`config.mk`:
```
export PLATFORM = sky130hd
export DESIGN_NAME = lsu_bus_ctrl
export DESIGN_NICKNAME = d
export VERILOG_FILES = /design/src/rtl/lsu_bus_ctrl_pkg.sv /design/src/rtl/lsu_bus_ctrl_load_align.sv /design/src/rtl/lsu_bus_ctrl.sv
export SDC_FILE = /design/constraint.sdc
export NUM_CORES = 1
export LEC_CHECK = 0
export ABC_AREA = 1
export CAP_MARGIN = 40
export CORE_MARGIN = 3
export CORE_UTILIZATION = 40
export DETAILED_ROUTE_END_ITERATION = 7
export PLACE_DENSITY = 0.78
export SYNTH_ARGS = -nofsm -noshare
export SYNTH_HDL_FRONTEND = slang
export SYNTH_SLANG_ARGS = --single-unit
```
`constraint.sdc`:
```
create_clock -name clk -period 1.8 [get_ports clk]
set_clock_uncertainty 0.1 [all_clocks]
set_input_delay 0.36 -clock clk [delete_from_list [all_inputs] [get_ports clk]]
set_output_delay 0.36 -clock clk [all_outputs]
set_load 0.1 [all_outputs]
```
`src/rtl/lsu_bus_ctrl_pkg.sv`:
```
// Shared types and constants for the load/store bus controller: FSM states,
// func3 access encodings, fault codes and the access legality check.
package lsu_pkg;

   typedef enum logic [1:0] {IDLE, BUSY, DONE} lsu_state_t;

   localparam logic [2:0] F3_B  = 3'b000;
   localparam logic [2:0] F3_H  = 3'b001;
   localparam logic [2:0] F3_W  = 3'b010;
   localparam logic [2:0] F3_BU = 3'b100;
   localparam logic [2:0] F3_HU = 3'b101;

   localparam logic [1:0] FLT_NONE     = 2'b00;
   localparam logic [1:0] FLT_MISALIGN = 2'b01;
   localparam logic [1:0] FLT_ILLEGAL  = 2'b10;
   localparam logic [1:0] FLT_TIMEOUT  = 2'b11;

   // Illegal encodings take priority over misalignment; func3[1:0] gives the size.
   function automatic logic [1:0] access_check(input logic       rd,
                                               input logic       wr,
                                               input logic [2:0] f3,
                                               input logic [1:0] off);
      logic legal;
      if (rd && wr) return FLT_ILLEGAL;
      legal = rd ? (f3 inside {F3_B, F3_H, F3_W, F3_BU, F3_HU})
                 : (f3 inside {F3_B, F3_H, F3_W});
      if (!legal) return FLT_ILLEGAL;
      if (f3[1:0] == 2'b01 && off[0]) return FLT_MISALIGN;
      if (f3[1:0] == 2'b10 && off != 2'b00) return FLT_MISALIGN;
      return FLT_NONE;
   endfunction

endpackage

```
`src/rtl/lsu_bus_ctrl_load_align.sv`:
```
// Combinational load extraction: selects the byte/halfword lane of a bus word
// and sign- or zero-extends it according to func3.
module load_align
   import lsu_pkg::*;
(
   input  logic [31:0] rdata,
   input  logic [2:0]  func3,
   input  logic [1:0]  byte_off,
   output logic [31:0] value
);

   logic [7:0]  byte_lane;
   logic [15:0] half_lane;

   always_comb begin
      byte_lane = rdata[8*byte_off +: 8];
      half_lane = byte_off[1] ? rdata[31:16] : rdata[15:0];
      case (func3)
         F3_B:    value = {{24{byte_lane[7]}}, byte_lane};
         F3_H:    value = {{16{half_lane[15]}}, half_lane};
         F3_BU:   value = {24'b0, byte_lane};
         F3_HU:   value = {16'b0, half_lane};
         default: value = rdata;
      endcase
   end

endmodule

```
`src/rtl/lsu_bus_ctrl.sv`:
```
// MEM-stage load/store unit: turns one load/store into a req/ack bus transaction,
// stalls the pipeline until it completes, and reports bad or timed-out accesses.
module lsu_bus_ctrl
   import lsu_pkg::*;
#(
   parameter int DM_ADDRESS  = 9,
   parameter int DATA_W      = 32,
   parameter int TIMEOUT_CYC = 16
) (
   input  logic                  clk,
   input  logic                  reset,
   input  logic                  mem_read,
   input  logic                  mem_write,
   input  logic [DM_ADDRESS-1:0] addr,
   input  logic [DATA_W-1:0]     wr_data,
   input  logic [2:0]            func3,
   output logic [DATA_W-1:0]     ld_data,
   output logic                  stall,
   output logic                  fault,
   output logic [1:0]            fault_code,
   output logic                  bus_req,
   output logic                  bus_we,
   output logic [DM_ADDRESS-1:0] bus_addr,
   output logic [3:0]            bus_be,
   output logic [DATA_W-1:0]     bus_wdata,
   input  logic                  bus_ack,
   input  logic [DATA_W-1:0]     bus_rdata
);

   localparam int CNT_W = $clog2(TIMEOUT_CYC + 1);

   lsu_state_t        state, state_next;
   logic [CNT_W-1:0]  tmo_cnt;
   logic [2:0]        f3_q;
   logic [1:0]        off_q;
   logic              access, start, timeout;
   logic [1:0]        chk;
   logic [3:0]        be_next;
   logic [DATA_W-1:0] wdata_next;
   logic [DATA_W-1:0] aligned;

   load_align u_load_align (
      .rdata    (bus_rdata),
      .func3    (f3_q),
      .byte_off (off_q),
      .value    (aligned)
   );

   // The counter holds the number of BUSY cycles already completed, so the
   // TIMEOUT_CYC-th BUSY cycle is the one where it equals TIMEOUT_CYC-1.
   always_comb begin
      // NOTE: every always_comb output gets a default first so no latch is inferred.
      state_next = state;
      stall      = 1'b0;
      fault      = 1'b0;
      fault_code = FLT_NONE;
      start      = 1'b0;
      access     = mem_read | mem_write;
      chk        = access_check(mem_read, mem_write, func3, addr[1:0]);
      timeout    = (tmo_cnt == CNT_W'(TIMEOUT_CYC - 1)) && !bus_ack;
      case (state)
         IDLE: begin
            if (access) begin
               if (chk == FLT_NONE) begin
                  stall      = 1'b1;
                  start      = 1'b1;
                  state_next = BUSY;
               end else begin
                  fault      = 1'b1;
                  fault_code = chk;
               end
            end
         end
         BUSY: begin
            stall = 1'b1;
            if (bus_ack) begin
               state_next = DONE;
            end else if (timeout) begin
               fault      = 1'b1;
               fault_code = FLT_TIMEOUT;
               state_next = DONE;
            end
         end
         DONE:    state_next = IDLE;
         default: state_next = IDLE;
      endcase
      if (reset) begin
         stall      = 1'b0;
         fault      = 1'b0;
         fault_code = FLT_NONE;
      end
   end

   always_comb begin
      case (func3[1:0])
         2'b00: begin
            be_next    = 4'b0001 << addr[1:0];
            wdata_next = {4{wr_data[7:0]}};
         end
         2'b01: begin
            be_next    = 4'b0011 << addr[1:0];
            wdata_next = {2{wr_data[15:0]}};
         end
         default: begin
            be_next    = 4'b1111;
            wdata_next = wr_data;
         end
      endcase
      if (!mem_write) be_next = 4'b1111;
   end

   // NOTE: sequential state uses non-blocking assignments so every register samples pre-edge values.
   always_ff @(posedge clk) begin
      if (reset) begin
         state     <= IDLE;
         bus_req   <= 1'b0;
         bus_we    <= 1'b0;
         bus_addr  <= '0;
         bus_be    <= '0;
         bus_wdata <= '0;
         ld_data   <= '0;
         f3_q      <= '0;
         off_q     <= '0;
         tmo_cnt   <= '0;
      end else begin
         state <= state_next;
         if (start) begin
            bus_req   <= 1'b1;
            bus_we    <= mem_write;
            bus_addr  <= {addr[DM_ADDRESS-1:2], 2'b00};
            bus_be    <= be_next;
            bus_wdata <= wdata_next;
            f3_q      <= func3;
            off_q     <= addr[1:0];
            tmo_cnt   <= '0;
         end else if (state == BUSY) begin
            tmo_cnt <= tmo_cnt + 1'b1;
            if (bus_ack || timeout) bus_req <= 1'b0;
            if (bus_ack && !bus_we) ld_data <= aligned;
            else if (timeout && !bus_we) ld_data <= '0;
         end
      end
   end

endmodule
```
==> results of run 1 <==
## placed cells by master, fill, tap and decap left out, types with 4 or more instances in the layout
cell type	instances
a21oi_1	62
a21oi_4	4
buf_12	86
buf_16	4
buf_4	58
clkbuf_2	5
clkbuf_8	10
clkdlybuf4s50_1	72
dfxtp_1	84
dfxtp_2	5
inv_1	30
inv_2	5
nand2_1	143
nand2_2	8
nand2_4	7
nand3_1	42
nor2_1	83
o211ai_1	9
o21ai_0	59
or2_2	9
## area by class of cell
type	instances	area [um2]
fillers	687	2300
repair inverters	1	5.00
multi-input cells	455	2260
clock inverters	5	40.0
repair buffers	232	3080
inverters	41	169
clock buffers	11	141
well taps	133	166
flip-flops and latches	89	1790
## routing by layer
layer	routed length, um	GRT usage, %
met4	454	11.0
met5	0	0
met3	1520	8.54
met2	7790	47.0
met1	6270	32.5
## through the flow
stage	area [um2]	power, mW
final	7650	5.48
after global routing	7650	5.69
after CTS	7560	5.45
after detailed placement	7150	4.14
after global placement	7150	4.11
after floorplan	4270	3.28
## path summary, 6_finish.rpt
kind,from,to,slack [ns],cells past startpoint
hold / removal,reset,bus_wdata[29]$_SDFFE_PP0P_,0.31,2
setup / recovery,tmo_cnt[1]$_SDFFE_PP0P_,fault_code[0],-0.52,9
hold reg to reg,tmo_cnt[4]$_SDFFE_PP0P_,tmo_cnt[4]$_SDFFE_PP0P_,0.37,2
setup reg to reg,tmo_cnt[1]$_SDFFE_PP0P_,ld_data[6]$_SDFFE_PP0P_,-0.35,12
## power by group through the flow
stage | clock (mW) | sequential (mW) | combinational (mW)
global placement | 0 | 2.21 | 1.89
floorplan | 0 | 2.75 | 0.531
global route | 1.38 | 2.19 | 2.12
finish | 1.28 | 2.17 | 2.03
detailed placement | 0 | 2.21 | 1.92
CTS | 1.30 | 2.17 | 1.98
## cells by family (layout without fill, tap and decap cells)
family	count (synthesis)	count (layout)
compound gates	144	144
xor+xnor	3	3
buf+inv	78	290
other cells	1	2
flops	89	89
fa+ha+maj	2	2
simple gates	304	304
## state kept, by name, indices dropped and copies added, names as in the netlist
name,cells
bus_addr,7
bus_be,4
bus_req,1
bus_wdata,32
bus_we,1
f3_q,3
ld_data,32
off_q,2
state,2
tmo_cnt,5
## repair_timing
item                                    CTS  global route
hold buffers                              0             0
gates resized for setup                  40            33
pin swaps                                 6             8
setup buffers                             4             7
endpoints found under the hold margin     0             0
gates cloned                              5             0
endpoints found under the setup margin   89            40
==> results.sh, run 1 <==
export IMPL_grt_pass1_wl_um=25500
export IMPL_fp_dieW_um=108
export IMPL_grt_overflow=0
export IMPL_cpMaxStageDelayCell="dfxtp_2"
export IMPL_n_antenna_cell=0
export IMPL_crit_path_frequent_cell="inv_2"
export IMPL_net_switching_power_mw=2.07
export IMPL_pwr_share_clk_pct=23.4
export IMPL_setup_worst_path_start_class="register"
export IMPL_grt_max_degree=46
export IMPL_dp_hpwl_um=11600
export IMPL_hp_class="in -> reg"
export IMPL_dp_cells=935
export IMPL_switching_share_pct=37.8
export IMPL_crit_family="flip-flops"
export IMPL_synthTopCellsByCount="nand2_1 (156), dfxtp_1 (89), nor2_1 (86)"
export IMPL_track_usage_pct=27.6
export IMPL_path_max_fanout=3
export IMPL_utilization_pct=76.9
export IMPL_hold_ws_ns=0.310
export IMPL_synth_most_common_cell="nand2_1"
export IMPL_slew_violations=0
export IMPL_crit_type="reg -> out"
export IMPL_finalHoldViolations=0
export IMPL_route_vias_total=5089
export IMPL_yosys_area_top_type="dfxtp_1"
export IMPL_gp_congestion=0.953
export IMPL_clk_latency_ns=0.36
export IMPL_die_h_um=108
export IMPL_worstPathRequired_ns=1.34
export IMPL_root_buffer="clkbuf_8"
export IMPL_nNetsFinal=912
export IMPL_drtPass1Iterations=4
export IMPL_ys_seq_area_share_pct=42.9
export IMPL_synthAdderAreaFrac_pct=0.602
export IMPL_io_pins=164
export IMPL_relSlewSlack_pct=64.9
export IMPL_layout_drive_gt1_share_pct=28.2
export IMPL_die_area_um2=11700
export IMPL_syn_avg_cell_area_um2=6.70
export IMPL_tns_ns=-7.20
export IMPL_yosys_cell_types_count=27
export IMPL_p_comb_share_pct=36.9
export IMPL_arrival_ns=1.86
export IMPL_drt_iter0_drc=389
export IMPL_cts_sinks=89
export IMPL_worst_path_buf_inv=3
export IMPL_cts_made_buffers=9
export IMPL_synth_simple_area_share_pct=30.1
export IMPL_timing_final_ws_setup_ns=-0.515
export IMPL_antenna_found_initial=0
export IMPL_grt_setup_unrepaired="true"
export IMPL_muxShareOfSynthArea_pct=0
export IMPL_synth_top_area_share_pct=42.9
export IMPL_cpPeakStageDelay_ns=0.36
export IMPL_area_growth_pct=84.1
export IMPL_place_ws_ns=-0.590
export IMPL_drc=0
export IMPL_synth_compound_area_share_pct=18.1
export IMPL_io_buffers=161
export IMPL_maxCapViolations=0
export IMPL_wirelength_um=16000
export IMPL_wl_per_cell_um=16.6
export IMPL_rows=36
export IMPL_synth_flop_cell="dfxtp_1"
export IMPL_yosys_top_cells_area="dfxtp_1 (43%), nand2_1 (14%), a21oi_1 (8.3%)"
export IMPL_synth_edf_count=0
export IMPL_ys_warn_count=0
export IMPL_ir_drop_uv=460
export IMPL_powerDensity_nw_per_um2=717
export IMPL_p_int_mw=3.41
export IMPL_vias_per_cell=5.26
export IMPL_p_leak_nw=3.06
export IMPL_worst_pin_slew_ns=0.527
export IMPL_timing_fmax_mhz=432
export IMPL_cts_path_max_buffers=2
export IMPL_coreArea_um2=9950
export IMPL_synth_xor_area_share_pct=0.632
export IMPL_synth_top_family_by_area="simple AND/OR/NAND/NOR gates"
export IMPL_worstSetupEndpointType="primary output"
export IMPL_clkTransAtPathRegs_ns=0.09
export IMPL_violations="negative setup slack"
export IMPL_status="finished with violations"
export IMPL_syn_inst=621
export IMPL_ys_seq_elements=89
export IMPL_final_cell_count_no_fill=967
export IMPL_post_route_period_util_pct=129
export IMPL_start_util_pct=41.8
export IMPL_h_tree_depth=3
export IMPL_cp_cell_sequence="ha_4, nand2_2, nor2_2, ha_2, inv_2, nor3_4, inv_2, a21oi_4, buf_12"
export IMPL_period_minus_slack_ns=2.32
export IMPL_grt_pass1_vias=5313
export IMPL_cts_tree="done"
export IMPL_setup_viol=36
export IMPL_async_reset_ff_share_pct=0
export IMPL_synth_area_um2=4160
export IMPL_postRouteAntennaNets=0
export IMPL_pwr_share_seq_pct=39.6
Power figures use the tool's default switching activity.
==> run 2: changes to the inputs <==
CTS_CLUSTER_SIZE = 14   (was default)
GPL_TIMING_DRIVEN = 0   (was default)
SLEW_MARGIN = 20   (was default)
==> results.sh, run 2 (same netlist as run 1, synthesis figures left out) <==
export IMPL_cpMaxStageDelayCell="dfxtp_2"
export IMPL_worstRegToRegCells=12
export IMPL_status="finished with violations"
export IMPL_rows=36
export IMPL_r2r_start="tmo_cnt[1]$_SDFFE_PP0P_"
export IMPL_clk_latency_ns=0.37
export IMPL_clkTransAtPathRegs_ns=0.09
export IMPL_slew_violations=0
export IMPL_crit_path_frequent_cell="inv_2"
export IMPL_area_growth_pct=95.5
export IMPL_post_route_period_util_pct=131
export IMPL_hp_class="in -> reg"
export IMPL_postRouteAntennaNets=0
export IMPL_drtPass1Iterations=5
export IMPL_p_leak_nw=3.28
export IMPL_route_vias_total=5465
export IMPL_wl_per_cell_um=19.7
export IMPL_crit_type="reg -> out"
export IMPL_io_buffers=160
export IMPL_drt_iter0_drc=349
export IMPL_hold_start="func3[2]"
export IMPL_tns_ns=-8.77
export IMPL_ir_drop_uv=488
export IMPL_cp_cell_sequence="ha_4, nand2_2, nor2_2, ha_2, inv_2, nor3_4, inv_2, a21oi_4, clkbuf_16"
export IMPL_power_mw=5.76
export IMPL_grt_pass1_wl_um=27000
export IMPL_fp_dieW_um=108
export IMPL_path_max_fanout=3
export IMPL_nNetsFinal=941
export IMPL_cts_tree="done"
export IMPL_wirelength_um=19600
export IMPL_track_usage_pct=29.9
export IMPL_worstSetupEndpointType="primary output"
export IMPL_finalHoldViolations=0
export IMPL_post_dp_cell_area_um2=7470
export IMPL_timing_final_ws_setup_ns=-0.554
export IMPL_multi_input_area_um2=2500
export IMPL_dp_hpwl_um=13400
export IMPL_coreArea_um2=9950
export IMPL_root_buffer="clkbuf_8"
export IMPL_place_ws_ns=-1.45
export IMPL_most_common_layout_cells="nand2_1 (151), dfxtp_1 (85), clkdlybuf4s50_1 (72), nor2_1 (70), buf_12 (65)"
export IMPL_grt_setup_unrepaired="true"
export IMPL_powerDensity_nw_per_um2=708
export IMPL_antenna_found_initial=0
export IMPL_die_area_um2=11700
export IMPL_vias_per_cell=5.49
export IMPL_setup_viol=36
export IMPL_maxCapViolations=0
export IMPL_start_util_pct=41.8
export IMPL_die_h_um=108
export IMPL_drc=0
export IMPL_fillers=589
export IMPL_layout_drive_gt1_share_pct=29.4
export IMPL_io_pins=164
export IMPL_stdcell_area_um2=8130
export IMPL_hold_path_endpoint="f3_q[2]$_SDFFE_PP0P_"
export IMPL_grt_max_degree=15
export IMPL_violations="negative setup slack"
export IMPL_gp_congestion=0.895
export IMPL_setup_worst_path_start_class="register"
export IMPL_reg_top3="bus_wdata: 32 flops, ld_data: 32 flops, bus_addr: 7 flops"
export IMPL_cpPeakStageDelay_ns=0.36
export IMPL_period_minus_slack_ns=2.35
export IMPL_n_antenna_cell=0
export IMPL_worstHoldPathCells=3
export IMPL_h_tree_depth=3
export IMPL_worstPathRequired_ns=1.34
export IMPL_cts_made_buffers=9
export IMPL_layout_commonest_cell="nand2_1"
export IMPL_rrSetupSlack_ns=-0.31
export IMPL_cts_sinks=89
export IMPL_hold_buffers=0
export IMPL_utilization_pct=81.7
export IMPL_cts_path_max_buffers=2
export IMPL_arrival_ns=1.89
export IMPL_grt_pass1_vias=5408
export IMPL_r2r_end="ld_data[30]$_SDFFE_PP0P_"
export IMPL_relSlewSlack_pct=46.9
export IMPL_worst_pin_slew_ns=0.796
export IMPL_grt_overflow=0
export IMPL_timing_fmax_mhz=425
export IMPL_ff_latch_area_um2=1790
[run 2: worst max path at each step]
| stage | from | to | slack, ns | cells past startpoint |
|---|---|---|---|---|
| 2_1_floorplan | func3[1] | stall | -0.31 | 8 |
| 6_report | tmo_cnt[1]$_SDFFE_PP0P_ | fault_code[1] | -0.55 | 9 |
| 5_1_grt | tmo_cnt[1]$_SDFFE_PP0P_ | fault | -0.64 | 9 |
| 3_3_place_gp | func3[0] | stall | -1.81 | 10 |
| 4_1_cts | tmo_cnt[1]$_SDFFE_PP0P_ | fault_code[1] | -0.58 | 9 |
| 3_5_place_dp | func3[0] | stall | -1.45 | 10 |
[run 2: cell type report]
cell class              count  share of cell area [%]
clock inverters             4                   0.646
well taps                 133                    2.05
clock buffers              12                    1.79
flip-flops and latches     89                    22.0
inverters                  41                    2.05
plain buffers              36                    2.92
repair buffers            226                    37.8
multi-input cells         455                    30.7
[run 2: metal layers]
layer  up-vias  track usage [%]  wire (um)
met5         -                0          0
met3        86             8.00       2050
met2       363             53.1       9590
met4         0             16.3       1150
met1      2534             32.2       6840
li1       2482                -          -
[run 2: report_power, final]
part | switching (mW) | total, mW | internal [mW]
logic | 1.32 | 2.12 | 0.791
registers | 0.113 | 2.18 | 2.06
clock network | 0.782 | 1.46 | 0.682
total | 2.22 | 5.76 | 3.54
[run 2: repair_timing]
action                                  CTS  global route
pin swaps                                 5            45
resized for setup                       122           157
endpoints found under the setup margin  153            37
buffers inserted                          3            28
gates cloned                              0             3
[run 2: through the flow]
stage | hold slack (ns) | std cells
final | 0.206 | 996
after global routing | 0.240 | 996
after CTS | 0.356 | 966
after detailed placement | 0.354 | 996
after global placement | 0.350 | 915
after floorplan | 0.341 | 622
[run 2: worst max-delay path: cells and delay by family, from the launching register on]
kind            cells  cell delay, ns
simple gates        3            0.25
flops               1            0.36
compound gates      1            0.18
fa+ha+maj           2            0.32
buf+inv             3            0.38
